<file path="config.mk">
export PLATFORM = sky130hd
export DESIGN_NAME = piece_drop_engine_flat
export DESIGN_NICKNAME = d
export VERILOG_FILES = /design/src/rtl/piece_drop_engine_if.sv /design/src/rtl/piece_drop_engine.sv /design/src/flat_wrapper.sv
export SDC_FILE = /design/constraint.sdc
export NUM_CORES = 1
export LEC_CHECK = 0
export CAP_MARGIN = 15
export CORE_AREA = 2 2 163 165
export DETAILED_ROUTE_END_ITERATION = 10
export DIE_AREA = 0 0 165 167
export GPL_ROUTABILITY_DRIVEN = 0
export HOLD_SLACK_MARGIN = 0.15
export MAX_ROUTING_LAYER = met4
export SLEW_MARGIN = 20
export SYNTH_ARGS = -nofsm -noshare
export SYNTH_HDL_FRONTEND = slang
export SYNTH_SLANG_ARGS = --single-unit
</file>
<file path="constraint.sdc">
create_clock -name clk -period 5.19 [get_ports clk]
set_clock_uncertainty 0.1 [all_clocks]
set_input_delay 0.519 -clock clk [delete_from_list [all_inputs] [get_ports clk]]
set_output_delay 0.519 -clock clk [all_outputs]
set_load 0.02 [all_outputs]
</file>
<file path="src/rtl/piece_drop_engine_if.sv">
// Handshake/bus bundle between the game controller and the piece drop engine.
// master = game-state side (drives requests and the settled board),
// slave  = drop engine (drives the falling-piece view and status pulses).
interface piece_drop_engine_if #(
  parameter int ROWS = 20,
  parameter int COLS = 10
);
  localparam int RW = $clog2(ROWS);

  logic                 start;
  logic [2:0]           piece_type;
  logic                 drop_tick;
  logic                 hard_drop;
  logic [ROWS*COLS-1:0] board_in;
  logic [ROWS*COLS-1:0] active_array;
  logic [RW-1:0]        piece_row;
  logic                 busy;
  logic                 landed;
  logic                 spawn_blocked;

  modport master (
    output start, piece_type, drop_tick, hard_drop, board_in,
    input  active_array, piece_row, busy, landed, spawn_blocked
  );

  modport slave (
    input  start, piece_type, drop_tick, hard_drop, board_in,
    output active_array, piece_row, busy, landed, spawn_blocked
  );
endinterface

</file>
<file path="src/rtl/piece_drop_engine.sv">
// Gravity engine for a single falling tetromino. The piece is spawned at
// row 0 / SPAWN_COL and moves down one row per gravity tick (or per cycle
// while hard_drop is held) until the floor or a settled cell stops it.
// Each piece is described as four row masks (one per dr = 0..3) so that
// collision and display both reduce to row-wise AND/OR operations.
module piece_drop_engine #(
  parameter int ROWS      = 20,
  parameter int COLS      = 10,
  parameter int SPAWN_COL = 4,
  parameter int RW        = $clog2(ROWS)
) (
  input logic                clk,
  input logic                rst,
  piece_drop_engine_if.slave bus
);

  typedef enum logic [2:0] {IDLE, SPAWN, FALL, LAND, BLOCK} state_t;

  // Column masks around the anchor column (dc = -1, 0, +1, +2).
  localparam logic [COLS-1:0] C0  = COLS'(1) << SPAWN_COL;
  localparam logic [COLS-1:0] CM1 = C0 >> 1;
  localparam logic [COLS-1:0] CP1 = C0 << 1;
  localparam logic [COLS-1:0] CP2 = C0 << 2;
  localparam logic [RW+1:0]   ROWS_L = (RW+2)'(ROWS);

  typedef logic [3:0][COLS-1:0] shape_t;

  state_t         state_reg, state_next;
  logic [RW-1:0]  row_reg, row_next;
  logic [2:0]     type_reg, type_next;

  shape_t               shape_cur;
  logic [COLS-1:0]      board_rows [ROWS];
  logic [ROWS*COLS-1:0] active_flat;
  logic [RW+1:0]        probe_row;
  logic [RW+1:0]        probe_sum;
  logic                 fits_ok;
  logic                 show;

  // Row masks of each piece, index = dr. Type 7 never gets latched.
  function automatic shape_t shape_of(input logic [2:0] t);
    shape_t s;
    s = '0;
    case (t)
      3'd0: begin s[0] = C0;        s[1] = C0;        s[2] = C0;       s[3] = C0; end
      3'd1: begin s[0] = C0 | CP1;  s[1] = C0 | CP1;                                end
      3'd2: begin s[0] = C0;        s[1] = C0;        s[2] = C0 | CP1;             end
      3'd3: begin s[0] = CP1;       s[1] = CP1;       s[2] = CP1 | C0;             end
      3'd4: begin s[0] = CP1 | CP2; s[1] = C0 | CP1;                                end
      3'd5: begin s[0] = C0 | CP1;  s[1] = CP1 | CP2;                               end
      3'd6: begin s[0] = C0;        s[1] = CM1 | C0 | CP1;                          end
      default: s = '0;
    endcase
    return s;
  endfunction

  assign shape_cur = shape_of(type_reg);
  assign show      = (state_reg == FALL) || (state_reg == LAND);

  // Row-wise view of the settled board and the displayed piece overlay.
  for (genvar gi = 0; gi < ROWS; gi++) begin : g_rows
    logic [RW+1:0] off;
    assign board_rows[gi] = bus.board_in[gi*COLS +: COLS];
    // off wraps to a large value for rows above the anchor, so one compare suffices.
    assign off = (RW+2)'(gi) - {2'b00, row_reg};
    assign active_flat[gi*COLS +: COLS] =
      (show && (off < (RW+2)'(4))) ? shape_cur[off[1:0]] : '0;
  end

  // Collision probe: row 0 when spawning, otherwise one row below the anchor.
  always_comb begin
    probe_row = (state_reg == SPAWN) ? '0 : ({2'b00, row_reg} + (RW+2)'(1));
    probe_sum = '0;
    fits_ok   = 1'b1;
    for (int d = 0; d < 4; d++) begin
      probe_sum = probe_row + (RW+2)'(d);
      if (shape_cur[d] != '0) begin
        if (probe_sum >= ROWS_L) begin
          fits_ok = 1'b0;
        end else if ((board_rows[probe_sum[RW-1:0]] & shape_cur[d]) != '0) begin
          fits_ok = 1'b0;
        end
      end
    end
  end

  // Next-state logic: spawn, fall, land or block.
  always_comb begin
    state_next = state_reg;
    row_next   = row_reg;
    type_next  = type_reg;
    case (state_reg)
      IDLE: begin
        if (bus.start && (bus.piece_type != 3'd7)) begin
          type_next  = bus.piece_type;
          row_next   = '0;
          state_next = SPAWN;
        end
      end
      SPAWN: state_next = fits_ok ? FALL : BLOCK;
      FALL: begin
        if (bus.drop_tick || bus.hard_drop) begin
          if (fits_ok) row_next = probe_row[RW-1:0];
          else         state_next = LAND;
        end
      end
      LAND:    state_next = IDLE;
      BLOCK:   state_next = IDLE;
      default: state_next = IDLE;
    endcase
  end

  // State, anchor row and latched piece type registers.
  always_ff @(posedge clk) begin
    if (!rst) begin
      state_reg <= IDLE;
      row_reg   <= '0;
      type_reg  <= '0;
    end else begin
      state_reg <= state_next;
      row_reg   <= row_next;
      type_reg  <= type_next;
    end
  end

  assign bus.active_array  = active_flat;
  assign bus.piece_row     = row_reg;
  assign bus.busy          = (state_reg != IDLE);
  assign bus.landed        = (state_reg == LAND);
  assign bus.spawn_blocked = (state_reg == BLOCK);

endmodule

</file>
<file path="src/flat_wrapper.sv">
// flat-port wrapper written by rule: the top's interface ports become plain ports
module piece_drop_engine_flat 
#(
  parameter int ROWS      = 20,
  parameter int COLS      = 10,
  parameter int SPAWN_COL = 4,
  parameter int RW        = $clog2(ROWS)
)
  (clk, rst, bus_start, bus_piece_type, bus_drop_tick, bus_hard_drop, bus_board_in, bus_active_array, bus_piece_row, bus_busy, bus_landed, bus_spawn_blocked);
  piece_drop_engine_if #(.ROWS(ROWS), .COLS(COLS)) bus_i ();
  input logic clk;
  input logic rst;
  input wire logic [$bits(bus_i.start)-1:0] bus_start;
  input wire logic [$bits(bus_i.piece_type)-1:0] bus_piece_type;
  input wire logic [$bits(bus_i.drop_tick)-1:0] bus_drop_tick;
  input wire logic [$bits(bus_i.hard_drop)-1:0] bus_hard_drop;
  input wire logic [$bits(bus_i.board_in)-1:0] bus_board_in;
  output wire logic [$bits(bus_i.active_array)-1:0] bus_active_array;
  output wire logic [$bits(bus_i.piece_row)-1:0] bus_piece_row;
  output wire logic [$bits(bus_i.busy)-1:0] bus_busy;
  output wire logic [$bits(bus_i.landed)-1:0] bus_landed;
  output wire logic [$bits(bus_i.spawn_blocked)-1:0] bus_spawn_blocked;
  assign bus_i.start = bus_start;
  assign bus_i.piece_type = bus_piece_type;
  assign bus_i.drop_tick = bus_drop_tick;
  assign bus_i.hard_drop = bus_hard_drop;
  assign bus_i.board_in = bus_board_in;
  assign bus_active_array = bus_i.active_array;
  assign bus_piece_row = bus_i.piece_row;
  assign bus_busy = bus_i.busy;
  assign bus_landed = bus_i.landed;
  assign bus_spawn_blocked = bus_i.spawn_blocked;
  piece_drop_engine #(.ROWS(ROWS), .COLS(COLS), .SPAWN_COL(SPAWN_COL), .RW(RW)) u_core (.clk(clk), .rst(rst), .bus(bus_i));
endmodule
</file>
# Word-level counts from Yosys, hierarchy flattened
# Index checks and enable logic that the tools add are counted.
dict set report op_classes {
  addsub 24
  n_lt_le_gt_ge 48
  n_eq_ne 15
  mux 97
  n_bitwise 8
  n_reduce_logical 40
}
# op count
set ops {}
lappend ops {{10-bit 2-to-1 mux} 48}
lappend ops {{10-bit binary-select mux with 2-bit select} 20}
lappend ops {{10-bit binary-select mux with 5-bit select} 4}
lappend ops {{7-bit by 3-bit less-than comparator with 1-bit output, second input constant} 20}
lappend ops {{17-bit one-hot mux with 6 select lines} 1}
lappend ops {{10-bit nonzero test} 8}
lappend ops {{2-bit by 3-bit less-than comparator with 1-bit output, second input constant} 20}
lappend ops {{4-bit by 5-bit subtractor with 6-bit output, first input constant} 8}
lappend ops {{7-bit by 5-bit >= comparator with 1-bit output, second input constant} 4}
lappend ops {{6-bit >= comparator, second input constant} 4}
lappend ops {{5-bit inverter with 6-bit output} 4}
lappend ops {{3-bit by 5-bit subtractor with 6-bit output, first input constant} 4}
lappend ops {{5-bit by 5-bit subtractor with 6-bit output, first input constant} 4}
lappend ops {{1-bit logical AND} 21}
lappend ops {{5-bit 2-to-1 mux} 4}
lappend ops {{7-bit by 2-bit adder with 7-bit output, second input constant} 2}
lappend ops {{3-bit by 2-bit == test with 1-bit output, second input constant} 4}
lappend ops {{3-bit == test, second input constant} 4}
lappend ops {{1-bit 2-to-1 mux} 12}
lappend ops {{3-bit 2-to-1 mux} 4}
lappend ops {{6-bit one-hot mux with 2 select lines} 1}
lappend ops {{1-bit by 5-bit subtractor with 6-bit output, first input constant} 2}
lappend ops {{2-bit by 5-bit subtractor with 6-bit output, first input constant} 2}
lappend ops {{10-bit bitwise AND} 1}
lappend ops {{20 further kinds} 26}
dict set report word_totals {
  register_bits 11
  in_bits 208
  output_inout_bits 208
}

# Depth between registers and ports, before layout
dict set report depth {
  depth_word 23
  ltp_mapped 19
  ltp_nobuf 15
}

# Worst setup path after synthesis
# OpenSTA, ideal clock, no wires.
dict set report synth_timing {
  path_kind {register -> register}
  start {register u_core.row_reg[0] (netlist: u_core.bus.piece_row[0])}
  end {register u_core.row_reg[3] (netlist: u_core.bus.piece_row[3])}
  t_arrival_ns 5.033
  t_required_ns 5.014
  slack_ns -0.019
  path_stages_with_launch 20
  n_path_buf 5
  synth_period_minus_slack_ns 5.209
  cell_sequence {dfxtp_1 > buf_2 > inv_1 > clkbuf_1 > buf_1 > ha_1 > clkinv_1 > nor2_1 > clkinv_1 > ha_1 > buf_1 > clkbuf_1 > mux4_2 > o21ai_0 > o31ai_1 > o2111ai_2 > o221ai_2 > o31a_1 > or4_1 > a31oi_1}
}
dict set report synth_via {
  elab_chain_len 22
  elab_cells_between_ends 50
  classes_between {add/sub (4); order compare (4); eq/ne (1); mux (28); bitwise (8); reduce/logical (5)}
}
# item line
set synth_rtl {}
lappend synth_rtl {{start, declared} piece_drop_engine.sv:29} ;# logic [RW-1:0] row_reg, row_next;
lappend synth_rtl {{start signal, assigned} piece_drop_engine.sv:121} ;# row_reg <= row_next;
lappend synth_rtl {{5-bit by 1-bit adder with 6-bit output (*)} piece_drop_engine.sv:72} ;# probe_row = (state_reg == SPAWN) ? '0 : ({2'b00, row_reg} + (RW+2)'(1));
lappend synth_rtl {{7-bit 2-to-1 mux (*)} piece_drop_engine.sv:72}
lappend synth_rtl {{branches (longest 20 deep; another with 7-bit by 1-bit adder with 7-bit output)} --}
# Mark *: on every way between the ends. The select of a mux whose other input is x is not followed.
# A chain may end at the register's enable or synchronous reset.

# Final worst setup path
dict set report layout_timing {
  start {register u_core.row_reg[1] (netlist: u_core.bus.piece_row[1])}
  end {register u_core.row_reg[3] (netlist: u_core.bus.piece_row[3])}
}
# The elaborated chain is that of the path after synthesis.

==> metrics.md <==
| Metric | Value |
|---|---|
| Outcome | completed |
| Largest family of logic cells by synthesized area | simple AND/OR/NAND/NOR gates |
| Gr usage total | 0.151 |
| Initial DRC count | 551 |
| GR Layer Usage met3 | 0.0184 |
| Die ar. | 27600 µm² |
| Grt total ovfl | 0 |
| Crit path DAT | 4.89 ns |
| Initial antenna violation count | 1 |
| DRC violations left | 0 |
| Worst-path fanout max | 13 |
| # Max-Cap Violations | 0 |
| Design Power | 0.622 mW |
| DIE HEIGHT | 167 µm |
| Clock slew seen by the registers of the worst setup and hold paths | 0.04 ns |
| Dpl ws | 0.446 ns |
| Clk root buf | clkbuf_16 |
| Wire per inst | 17.1 µm |
| Std-Cell Rows | 59 |
| Final ANT Viol Nets | 0 |
| Slew Limit Fails | 0 |
| Worst Setup Path Type | reg2reg |
| Synth Area in Adders | 0.0406 |
| Initial core utilization | 0.203 |
| Post-CTS sizing | 0 |
| Final #Nets | 1139 |
| XOR/XNOR share of the synthesized area | 0.0316 |
| Pre-antenna DRT Iters | 5 |
| Max clock buf depth | 2 |
| Most common cell after layout, fill and taps aside | clkdlybuf4s50_1 |
| Chip width | 165 µm |
| H-tree depth | 1 |
| Tcrit/Tclk final | 0.931 |
| Unique masters post-synth | 76 |
| Synth-to-layout area growth | 33.1% |
| Endpoints failing setup | 0 |
| Setup Buffers After CTS | 0 |
| Mapped Area | 5230 µm² |
| Final Hold Fails | 0 |
| Hold_buf cts | 0 |
| Met1 Track Usage GR | 0.196 |
| Synth Register Bits | 11 |
| Layout cell share with drive strength beyond 1 | 0.0767 |
| First-pass GRT wire length | 32000 µm |
| Number of flip-flops in the largest register | 5 |
| Leading area contributor after synthesis | buf_4 |
| Max VDD drop | 79.3 µV |
| Synth Area in Compound Gates | 0.233 |
| Top_reg_cell synth | dfxtp_1 |
| Post-layout min period | 4.83 ns |
| Most frequent cells in the layout | clkdlybuf4s50_1 (174), nor2_1 (133), conb_1 (121), nand2_1 (57), a21oi_1 (40) |
| PortBufs | 174 |
| Final WS setup | 0.356 ns |
| Detailed Place HPWL | 17100 µm |
| Final wirelength | 21400 µm |
| Non-Filler Instances | 1249 |
| GRT busiest layer | met2 |
| Pwr/cell area | 89.3 nW/µm² |
| Fmax achieved | 207 MHz |
| Drt via density | 4.80 |
| CTS tree | built |
| Setup TNS | 0 ns |
| Register area share after synthesis | 0.0421 |
| Vias in the first global route | 5576 |
| CP startpoint kind | register |
| Synth Area in Simple Gates | 0.249 |
| Post-synth EDFFs | 0 |
| Mux contribution to synthesized area | 0.172 |
| CTS buffer count | 3 |
| Top cell type's share of synthesized area | 0.181 |
| FFs w/ async S/R, synth | 0 |
| Synth area leaders | buf_4 (18%), nor2_1 (9.5%), mux4_2 (9.5%) |
| Io pins | 416 |
| Critical Path RT | 5.25 ns |
| Largest net degree at the start of global routing | 42 |
| Met2 Track Usage GR | 0.247 |
| Leak | 2.64 nW |
| Max_slew headroom | 0.448 |
| Vias | 5997 |
| Syn Area/Cell | 6.87 µm² |
| Worst slew pin tran | 0.825 ns |
| Post-Place Cells | 1244 |
| Clk Latency, worst-skew pair | 0.24 ns |
| CTS Sinks | 11 |
| Post-Synthesis Cells | 762 |
| Worst hold path type | reg2reg |
| Setup repair after global routing missed its margin | no |
| Core area | 25800 µm² |
| Synth warn | 0 |
| CP endpoint kind | register |
## final timing paths
kind,endpoint,start,cells past startpoint,slack [ns]
max,u_core.bus.piece_row[3],u_core.bus.piece_row[1],14,0.36
min,u_core.state_reg[0],u_core.state_reg[1],2,0.60
max reg2reg,u_core.bus.piece_row[3],u_core.bus.piece_row[1],14,0.36
min reg2reg,u_core.state_reg[0],u_core.state_reg[1],2,0.60
## report_power, final
part / internal, mW / leakage, nW / switching [mW]
clock network: 0.103 / 0.0382 / 0.0379
logic: 0.154 / 2.51 / 0.231
registers: 0.0875 / 0.0899 / 0.00776
total: 0.345 / 2.64 / 0.277
## layer usage
metal | up-vias | wire (µm) | share of wire
li1 | 2808 | - | -
met1 | 2795 | 9240 | 0.43
met2 | 360 | 9890 | 0.46
met3 | 34 | 1750 | 0.082
met4 | 0 | 510 | 0.024
met5 | - | 0 | 0
## worst max-delay path, stage by stage, from the launching register on
cell,delay [ns]
dfxtp_1,0.33
inv_2,0.12
ha_1,0.35
clkinv_1,0.09
nor2_1,0.19
clkinv_1,0.35
ha_1,0.81
mux4_2,0.44
a221oi_2,0.35
o31ai_1,0.13
o2111ai_2,0.23
o221ai_2,0.16
o31a_1,0.40
or4_1,0.53
a31oi_1,0.16
## area by class of cell
| class | instances | area [µm²] |
|---|---|---|
| Timing Repair Buffer | 197 | 1910 |
| Tap cell | 335 | 419 |
| Clock buffer | 4 | 78.8 |
| Sequential cell | 11 | 221 |
| Fill cell | 2847 | 18800 |
| Inverter | 19 | 73.8 |
| Multi-Input combinational cell | 682 | 4260 |
| Antenna cell | 1 | 2.50 |
## synthesized netlist by cell type, drive strengths merged, types with 6 or more instances
cell type and number:
a211oi 10, a21o 6, a21oi 40, a31oi 8, buf 147, clkbuf 23
dfxtp 11, ha 17, inv 16, mux2 11, mux2i 28, mux4 22
nand2 57, nand2b 6, nand3 29, nand4 8, nor2 134, nor3 12
o211ai 7, o21ai 41, o221ai 8, o22ai 9, o311ai 6, o31ai 8
or3 8, xnor2 13
## through the flow
step | utilization | area (µm²) | hold slack (ns)
after CTS | 0.270 | 6960 | 0.586
after floorplan | - | 5690 | 0.528
after detailed placement | 0.267 | 6880 | 0.574
final | 0.270 | 6970 | 0.596
after global routing | 0.270 | 6970 | 0.641
after global placement | 0.267 | 6880 | 0.576
## cells by family after synthesis
logic type / after synthesis
multiplexers: 61
other: 1
buffers and inverters: 189
flip-flops: 11
AND/OR/NAND/NOR: 284
XOR/XNOR: 18
AO/OA/AOI/OAI: 181
adder cells (fa/ha/maj): 17
(Power assumes the default switching activity.)
